## src/rtl/mem_pkg.sv

```systemverilog
// ============================================================================
// mem_pkg : shared types for the M-stage data-memory request path
// Rev 1.0
// ============================================================================
`default_nettype none

package mem_pkg;

    localparam int MEM_ADDR_W = 32;
    localparam int MEM_DATA_W = 32;

    typedef enum logic [1:0] {
        IDLE  = 2'd0,
        ADDR  = 2'd1,
        DATA  = 2'd2,
        DRAIN = 2'd3
    } dreq_state_t;

    localparam logic [1:0] SZ_B = 2'd0;
    localparam logic [1:0] SZ_H = 2'd1;
    localparam logic [1:0] SZ_W = 2'd2;

    typedef struct packed {
        logic                      wr;
        logic [1:0]                size;
        logic [MEM_ADDR_W-1:0]     addr;
        logic [MEM_DATA_W-1:0]     wdata;
        logic [MEM_DATA_W/8-1:0]   wstrb;
    } mem_req_t;

endpackage

`default_nettype wire

```

## src/rtl/dreq_slot_mux.sv

```systemverilog
// ============================================================================
// dreq_slot_mux : picks the slot whose access drives the data port
// Rev 1.0
// ============================================================================
`default_nettype none

module dreq_slot_mux
    import mem_pkg::*;
(
    input  logic     use_cur_i,
    input  logic     cur_i,
    input  logic     need1_i,
    input  logic     need2_i,
    input  mem_req_t req1_i,
    input  mem_req_t req2_i,
    output logic     sel_o,
    output mem_req_t req_o
);

    // Slot 1 always wins a fresh arbitration; once issued, the latched slot holds.
    assign sel_o = use_cur_i ? cur_i : (~need1_i & need2_i);
    assign req_o = sel_o ? req2_i : req1_i;

endmodule

`default_nettype wire

```

## src/rtl/dmem_req_ctrl.sv

```systemverilog
// ============================================================================
// dmem_req_ctrl : sequences dual-issue M-stage loads/stores onto one data port
// Rev 1.0
// ============================================================================
`default_nettype none

module dmem_req_ctrl
    import mem_pkg::*;
#(
    parameter int ADDR_W = MEM_ADDR_W,
    parameter int DATA_W = MEM_DATA_W
) (
    input  logic                clk,
    input  logic                rst,
    input  logic                m_valid1_i,
    input  logic                m_valid2_i,
    input  logic                kill1_i,
    input  logic                kill2_i,
    input  logic                wr1_i,
    input  logic                wr2_i,
    input  logic [1:0]          size1_i,
    input  logic [1:0]          size2_i,
    input  logic [ADDR_W-1:0]   addr1_i,
    input  logic [ADDR_W-1:0]   addr2_i,
    input  logic [DATA_W-1:0]   wdata1_i,
    input  logic [DATA_W-1:0]   wdata2_i,
    input  logic [DATA_W/8-1:0] wstrb1_i,
    input  logic [DATA_W/8-1:0] wstrb2_i,
    input  logic                pipe_adv_i,
    input  logic                flush_i,
    output logic                data_req_o,
    output logic                data_wr_o,
    output logic [1:0]          data_size_o,
    output logic [ADDR_W-1:0]   data_addr_o,
    output logic [DATA_W-1:0]   data_wdata_o,
    output logic [DATA_W/8-1:0] data_wstrb_o,
    input  logic                data_addr_ok_i,
    input  logic                data_data_ok_i,
    input  logic [DATA_W-1:0]   data_rdata_i,
    output logic [DATA_W-1:0]   rdata1_o,
    output logic [DATA_W-1:0]   rdata2_o,
    output logic                mem_stall_o
);

    dreq_state_t       state_q;
    logic              done1_q, done2_q;
    logic              cur_q;
    logic              flush_pend_q;
    logic [DATA_W-1:0] rdata1_q, rdata2_q;

    logic     w_need1, w_need2, w_issue, w_req_active, w_sel;
    mem_req_t w_req1, w_req2, w_req;

    // A slot-1 exception also cancels slot 2 so younger accesses never reach memory.
    assign w_need1 = m_valid1_i & ~kill1_i & ~done1_q;
    assign w_need2 = m_valid2_i & ~kill2_i & ~kill1_i & ~done2_q;
    assign w_issue = (state_q == IDLE) & (w_need1 | w_need2) & ~flush_i;

    assign w_req1 = '{wr: wr1_i, size: size1_i, addr: addr1_i, wdata: wdata1_i, wstrb: wstrb1_i};
    assign w_req2 = '{wr: wr2_i, size: size2_i, addr: addr2_i, wdata: wdata2_i, wstrb: wstrb2_i};

    dreq_slot_mux u_slot_mux (
        .use_cur_i (state_q != IDLE),
        .cur_i     (cur_q),
        .need1_i   (w_need1),
        .need2_i   (w_need2),
        .req1_i    (w_req1),
        .req2_i    (w_req2),
        .sel_o     (w_sel),
        .req_o     (w_req)
    );

    // Gating with rst makes the port go quiet the instant reset asserts.
    assign w_req_active = ~rst & (w_issue | (state_q == ADDR));

    assign data_req_o   = w_req_active;
    assign data_wr_o    = w_req_active & w_req.wr;
    assign data_size_o  = w_req_active ? w_req.size  : SZ_B;
    assign data_addr_o  = w_req_active ? w_req.addr  : '0;
    assign data_wdata_o = w_req_active ? w_req.wdata : '0;
    assign data_wstrb_o = w_req_active ? w_req.wstrb : '0;

    assign mem_stall_o = ~rst & ((state_q == ADDR) | (state_q == DATA) | w_need1 | w_need2 |
                                 ((state_q == DRAIN) & (m_valid1_i | m_valid2_i)));

    assign rdata1_o = rdata1_q;
    assign rdata2_o = rdata2_q;

    always_ff @(posedge clk or posedge rst) begin
        if (rst) begin
            state_q      <= IDLE;
            done1_q      <= 1'b0;
            done2_q      <= 1'b0;
            cur_q        <= 1'b0;
            flush_pend_q <= 1'b0;
            rdata1_q     <= '0;
            rdata2_q     <= '0;
        end else begin
            if (pipe_adv_i | flush_i) begin
                done1_q <= 1'b0;
                done2_q <= 1'b0;
            end
            case (state_q)
                IDLE: begin
                    flush_pend_q <= 1'b0;
                    if (w_issue) begin
                        cur_q   <= w_sel;
                        state_q <= data_addr_ok_i ? DATA : ADDR;
                    end
                end
                ADDR: begin
                    if (data_addr_ok_i) begin
                        flush_pend_q <= 1'b0;
                        state_q      <= (flush_pend_q | flush_i) ? DRAIN : DATA;
                    end else if (flush_i) begin
                        flush_pend_q <= 1'b1;
                    end
                end
                DATA: begin
                    if (data_data_ok_i) begin
                        state_q <= IDLE;
                        if (!flush_i) begin
                            if (cur_q) begin
                                done2_q <= 1'b1;
                                if (!w_req.wr) rdata2_q <= data_rdata_i;
                            end else begin
                                done1_q <= 1'b1;
                                if (!w_req.wr) rdata1_q <= data_rdata_i;
                            end
                        end
                    end else if (flush_i) begin
                        state_q <= DRAIN;
                    end
                end
                DRAIN: begin
                    if (data_data_ok_i) state_q <= IDLE;
                end
                default: state_q <= IDLE;
            endcase
        end
    end

endmodule

`default_nettype wire

```

## config.mk

```make
export PLATFORM = sky130hd
export DESIGN_NAME = dmem_req_ctrl
export DESIGN_NICKNAME = d
export VERILOG_FILES = /design/src/rtl/mem_pkg.sv /design/src/rtl/dreq_slot_mux.sv /design/src/rtl/dmem_req_ctrl.sv
export SDC_FILE = /design/constraint.sdc
export NUM_CORES = 1
export LEC_CHECK = 0
export ABC_CLOCK_PERIOD_IN_PS = 3850
export BUFFER_PORTS_ARGS = -buffer_cell sky130_fd_sc_hd__buf_2
export CORE_AREA = 2 2 123 125
export CTS_CLUSTER_DIAMETER = 30
export DETAILED_ROUTE_END_ITERATION = 7
export DIE_AREA = 0 0 125 127
export PLACE_DENSITY_LB_ADDON = 0.12
export SYNTH_ARGS = -nofsm -noshare
export SYNTH_HDL_FRONTEND = slang
export SYNTH_SLANG_ARGS = --single-unit
```

## constraint.sdc

```tcl
create_clock -name clk -period 3.85 [get_ports clk]
set_input_delay 0.77 -clock clk [delete_from_list [all_inputs] [get_ports clk]]
set_output_delay 0.77 -clock clk [all_outputs]
set_load 0.05 [all_outputs]
```

=== Word-level counts from Yosys, hierarchy flattened ===
Cells that the tools add are included.
W data, S select, Z words.

* Register bits after elaboration: 70

* Muxes and demuxes: 27
* Bitwise operators: 30
* Equal/unequal tests: 8
* Reduce and logical (&&, ||, !) cells: 8

{| class="wikitable"
|+ Operators with widths
! kind !! count
|-
| $mux W71 || 1
|-
| $mux W32 || 2
|-
| $mux W1 || 14
|-
| $mux W2 || 7
|-
| $and A1 B1 Y1 || 12
|-
| $reduce_and A5 Y1 || 2
|-
| $not A1 Y1 || 9
|-
| $or A1 B1 Y1 || 9
|-
| $pmux W2 S4 || 1
|-
| $ne A2 B2 Y1 const B || 3
|-
| $ne A3 B3 Y1 const B || 2
|-
| $eq A2 B2 Y1 const B || 2
|-
| $mux W4 || 1
|-
| $reduce_and A2 Y1 || 2
|-
| $reduce_and A4 Y1 || 1
|-
| $reduce_bool A2 Y1 || 2
|-
| $eq A2 B1 Y1 const B || 1
|-
| $logic_not A2 Y1 || 1
|-
| $pmux W1 S2 || 1
|}

=== Depth between registers and ports, before layout ===
* Depth after elaboration: 10
* Gate-level depth with buffers: 9
* Depth with buffers taken out: 6

=== By module ===
A second synthesis with hierarchy kept.

* Cells, all modules: 348
* Area, all modules: 4271.6 um^2

{| class="wikitable"
|+ By module, submodules not included
! module !! cells each !! instances !! area an instance (um^2)
|-
| dmem_req_ctrl || 267 || 1 || 3359.5
|-
| dreq_slot_mux || 81 || 1 || 912.1
|}

=== Worst setup path before layout ===
No wires, ideal clock.

* Path type: input to output
* From: input port kill2_i
* To: output port data_addr_o[0]
* Path slack: 173 ps
* Arrival time: 2907 ps
* Path buffers: 2
* Stages: 6
* Cells stage by stage: or4b_4 o31ai_4 clkbuf_1 buf_2 nand2_1 a21oi_1

* Cells in the longest elaborated chain, start to end: 10
* Elaborated cells between the ends (all ways): 13
* Those cells by class: mux (3); bitwise (10)

{| class="wikitable"
|+ Ends and longest elaborated chain
! item !! line !! source
|-
| start, declared || dmem_req_ctrl.sv:18 || <nowiki>input logic kill2_i,</nowiki>
|-
| $not A1 Y1 (*) || dmem_req_ctrl.sv:56 || <nowiki>assign w_need2 = m_valid2_i & ~kill2_i & ~kill1_i & ~done2_q;</nowiki>
|-
| $and A1 B1 Y1 (*) (3 in a row) || dmem_req_ctrl.sv:56 ||
|-
| $or A1 B1 Y1 || dmem_req_ctrl.sv:57 || <nowiki>assign w_issue = (state_q == IDLE) & (w_need1 | w_need2) & ~flush_i;</nowiki>
|-
| $and A1 B1 Y1 (2 in a row) || dmem_req_ctrl.sv:57 ||
|-
| $or A1 B1 Y1 || dmem_req_ctrl.sv:74 || <nowiki>assign w_req_active = ~rst & (w_issue | (state_q == ADDR));</nowiki>
|-
| $and A1 B1 Y1 || dmem_req_ctrl.sv:74 ||
|-
| $mux W32 (*) || dmem_req_ctrl.sv:79 || <nowiki>assign data_addr_o = w_req_active ? w_req.addr : '0;</nowiki>
|-
| end, declared || dmem_req_ctrl.sv:34 || <nowiki>output logic [ADDR_W-1:0] data_addr_o,</nowiki>
|}

Mark *: on every way between the ends. The rest lies on a longest branch, timed or not.

=== Worst setup path in the final report ===
* From: input port kill2_i
* To: output port data_addr_o[18]

The elaborated chain is that of the path after synthesis.

==> reports/results.txt <==
CP max stage cell: nor4b_1
Root Buffer: clkbuf_16
Setup TNS: 0 ps
Leading cell types in the layout, fill and taps excluded: buf_2, nand2_1, a21oi_1
Cts bufs inserted: 9
DRC Markers: 0
Crit path cell chain: buf_2, nor4b_1, o21ai_0, a21o_2, buf_4, a21oi_1, buf_2
Clock-pin slew on the worst setup and hold paths: 60 ps
EDFF count, synth: 0
Commonest non-fill, non-tap cell in the layout: buf_2
Hold Crit Class: reg -> reg
ANT nets after route: 0
Num rows: 44
Critical Path RT: 3080 ps
CP Class: in -> out
Worst slew pin tran: 936 ps
Largest net degree at the start of global routing: 71
1st-iter DRT viols: 435
RSZ-0062 raised after global routing: false
Endpoints failing setup: 0
Routed wire per std cell: 18.3 um
Buffers & Inverters on Critical Path: 3
Area growth, synth to finish: 43.4%
Setup ws final: 407 ps
Cell area after synthesis: 4900 um^2
Longest Clk Path Bufs: 2
Gate Count Post-Synth: 596
Nets: 1083
Filler cells: 1487
Fin. Hold Viols: 0
Multi-input gate area in the final layout: 2840 um^2
First-pass GRT wire length: 30400 um
Fraction of final layout cells with drive strength greater than 1: 47.2%
DIE WIDTH: 125 um
Synth cell types: 39
Area after DPL: 6700 um^2
Delay-heaviest family, CP: compound AO/OA/AOI/OAI gates
Final Cell Area: 7030 um^2
Max VDD drop: 0.275 mV
CP Launch Type: input pin
I/O pin cnt: 321
Worst clock skew: 8.58 ps
Critical path arrival: 2670 ps
Max Freq: 290 MHz
CTS Sinks: 70
Initial antenna violation count: 1
Initial DRT Pass Iterations: 5
Sequential share of the synthesized area: 35.7%
Vias in the first global route: 5361
H-tree Lvls: 3
Synth Net Count: 785
Status: completed
Static leakage: 3.97 nW
CTS tree: yes
Initial Utilization: 34.0%
Die Area: 15900 um^2
Core Area: 14400 um^2
Port bufs: 320
Pwr per Cell Area: 636 nW/um^2
Ys async rst share: 100%
Overall routing resource usage: 24.1%
Flops & latches, synth: 70
Worst path max stage delay: 460 ps
Fin crit period: 3440 ps
Overall via count from detail_route: 5655
Pre-CTS setup slack: 398 ps
Resized Gates After CTS: 0
Hold Buf Count CTS: 0
Predominant post-synthesis flop cell: dfrtp_1
Chip Height: 127 um
DRT Wirelength: 19900 um
Hold Slack: 498 ps
Slew Viols, Final: 0
DR vias/cell: 5.22
Yosys warning count: 0
Aggregate global routing overflow: 0
Critical Path Fanout Max: 22
Skew-Pair Late Insertion Delay: 330 ps
Most used cell, CP: buf_2
Setup bufs post-CTS: 0
Max Cap Viol: 0
Synth Area per Inst: 8.23 um^2
Crit share post-route: 89.4%
Slew headroom: 37.6%
Storage cell area: 1750 um^2
Placed wire-length estimate: 14700 um
Final RePlAce weighted congestion: 0.841
Crit. End Element: primary output
cell usage after synthesis, drive strengths merged, types with 4 or more instances:
library cell	number	area share (%)
a21boi	27	4.1
a21oi	77	7.9
a221oi	5	0.89
buf	17	2.9
clkbuf	35	2.7
dfrtp	70	36
ha	5	1.3
inv	13	1.0
mux2	33	9.9
nand2	148	11
nand2b	5	0.64
nand3	54	5.5
nor2	11	0.84
nor2b	4	0.51
nor3	10	1.0
o21ai	37	3.8
o221a	27	6.2
stage by stage:
stage | power, mW | std cells | util [%]
3_5_place_dp | 3.58 | 1067 | 46.5
3_3_place_gp | 3.57 | 1067 | 46.5
5_1_grt | 4.75 | 1084 | 48.8
4_1_cts | 4.51 | 1083 | 48.7
2_1_floorplan | 2.93 | 596 | -
6_report | 4.48 | 1084 | 48.8
layout make-up:
type / count / area share, %
Multi-Input combinational cell: 461 / 40.4
Timing Repair Buffer: 339 / 26.0
Sequential cell: 70 / 24.9
Clock buffer: 11 / 3.45
Tap cell: 184 / 3.27
Clock inverter: 5 / 1.17
Inverter: 13 / 0.694
Antenna cell: 1 / 0.0356
state kept, by name, summed over array words and instances (netlist names):
| signal | flops |
|---|---|
| rdata1_o | 32 |
| rdata2_o | 32 |
| state_q | 2 |
| cur_q | 1 |
| done1_q | 1 |
| done2_q | 1 |
| flush_pend_q | 1 |
routing by layer:
metal	global-route usage [%]	wire length [um]	part of all wire, %	vias up
met4	7.19	499	2.5	0
met1	32.8	8560	43	2670
met5	0	0	0	-
met2	39.2	9530	48	248
li1	-	-	-	2703
met3	4.77	1270	6.4	34
path summary, 6_finish.rpt:
| kind | start | endpoint | slack (ps) | cells past startpoint |
|---|---|---|---|---|
| worst min-delay path | rdata2_o[25] | rdata2_o[25] | 500 | 1 |
| worst max-delay path | kill2_i | data_addr_o[18] | 410 | 7 |
| worst max register to register | state_q[0] | rdata2_o[26] | 1100 | 8 |
| max in group asynchronous | rst | rdata2_o[28] | 2480 | 3 |
| min in group asynchronous | rst | cur_q | 730 | 3 |
| worst min register to register | rdata2_o[25] | rdata2_o[25] | 500 | 1 |
power breakdown:
part	total (mW)	switching (mW)	leakage (nW)	internal, mW
logic	2.56	1.83	2.85	0.723
clock network	0.919	0.332	0.160	0.587
registers	0.999	0.116	0.958	0.883
total	4.48	2.28	3.97	2.19
kinds of logic (layout without fill, tap and decap cells):
| logic type | count (synthesis) | count (layout) | share of synthesized area [%] |
|---|---|---|---|
| compound gates | 181 | 181 | 24.4 |
| mux | 35 | 35 | 10.5 |
| fa+ha+maj | 5 | 5 | 1.28 |
| buf+inv | 65 | 368 | 6.56 |
| simple gates | 240 | 240 | 21.5 |
| other cells | 0 | 1 | 0 |
| flops | 70 | 70 | 35.7 |
Power figures use the tool's default switching activity.
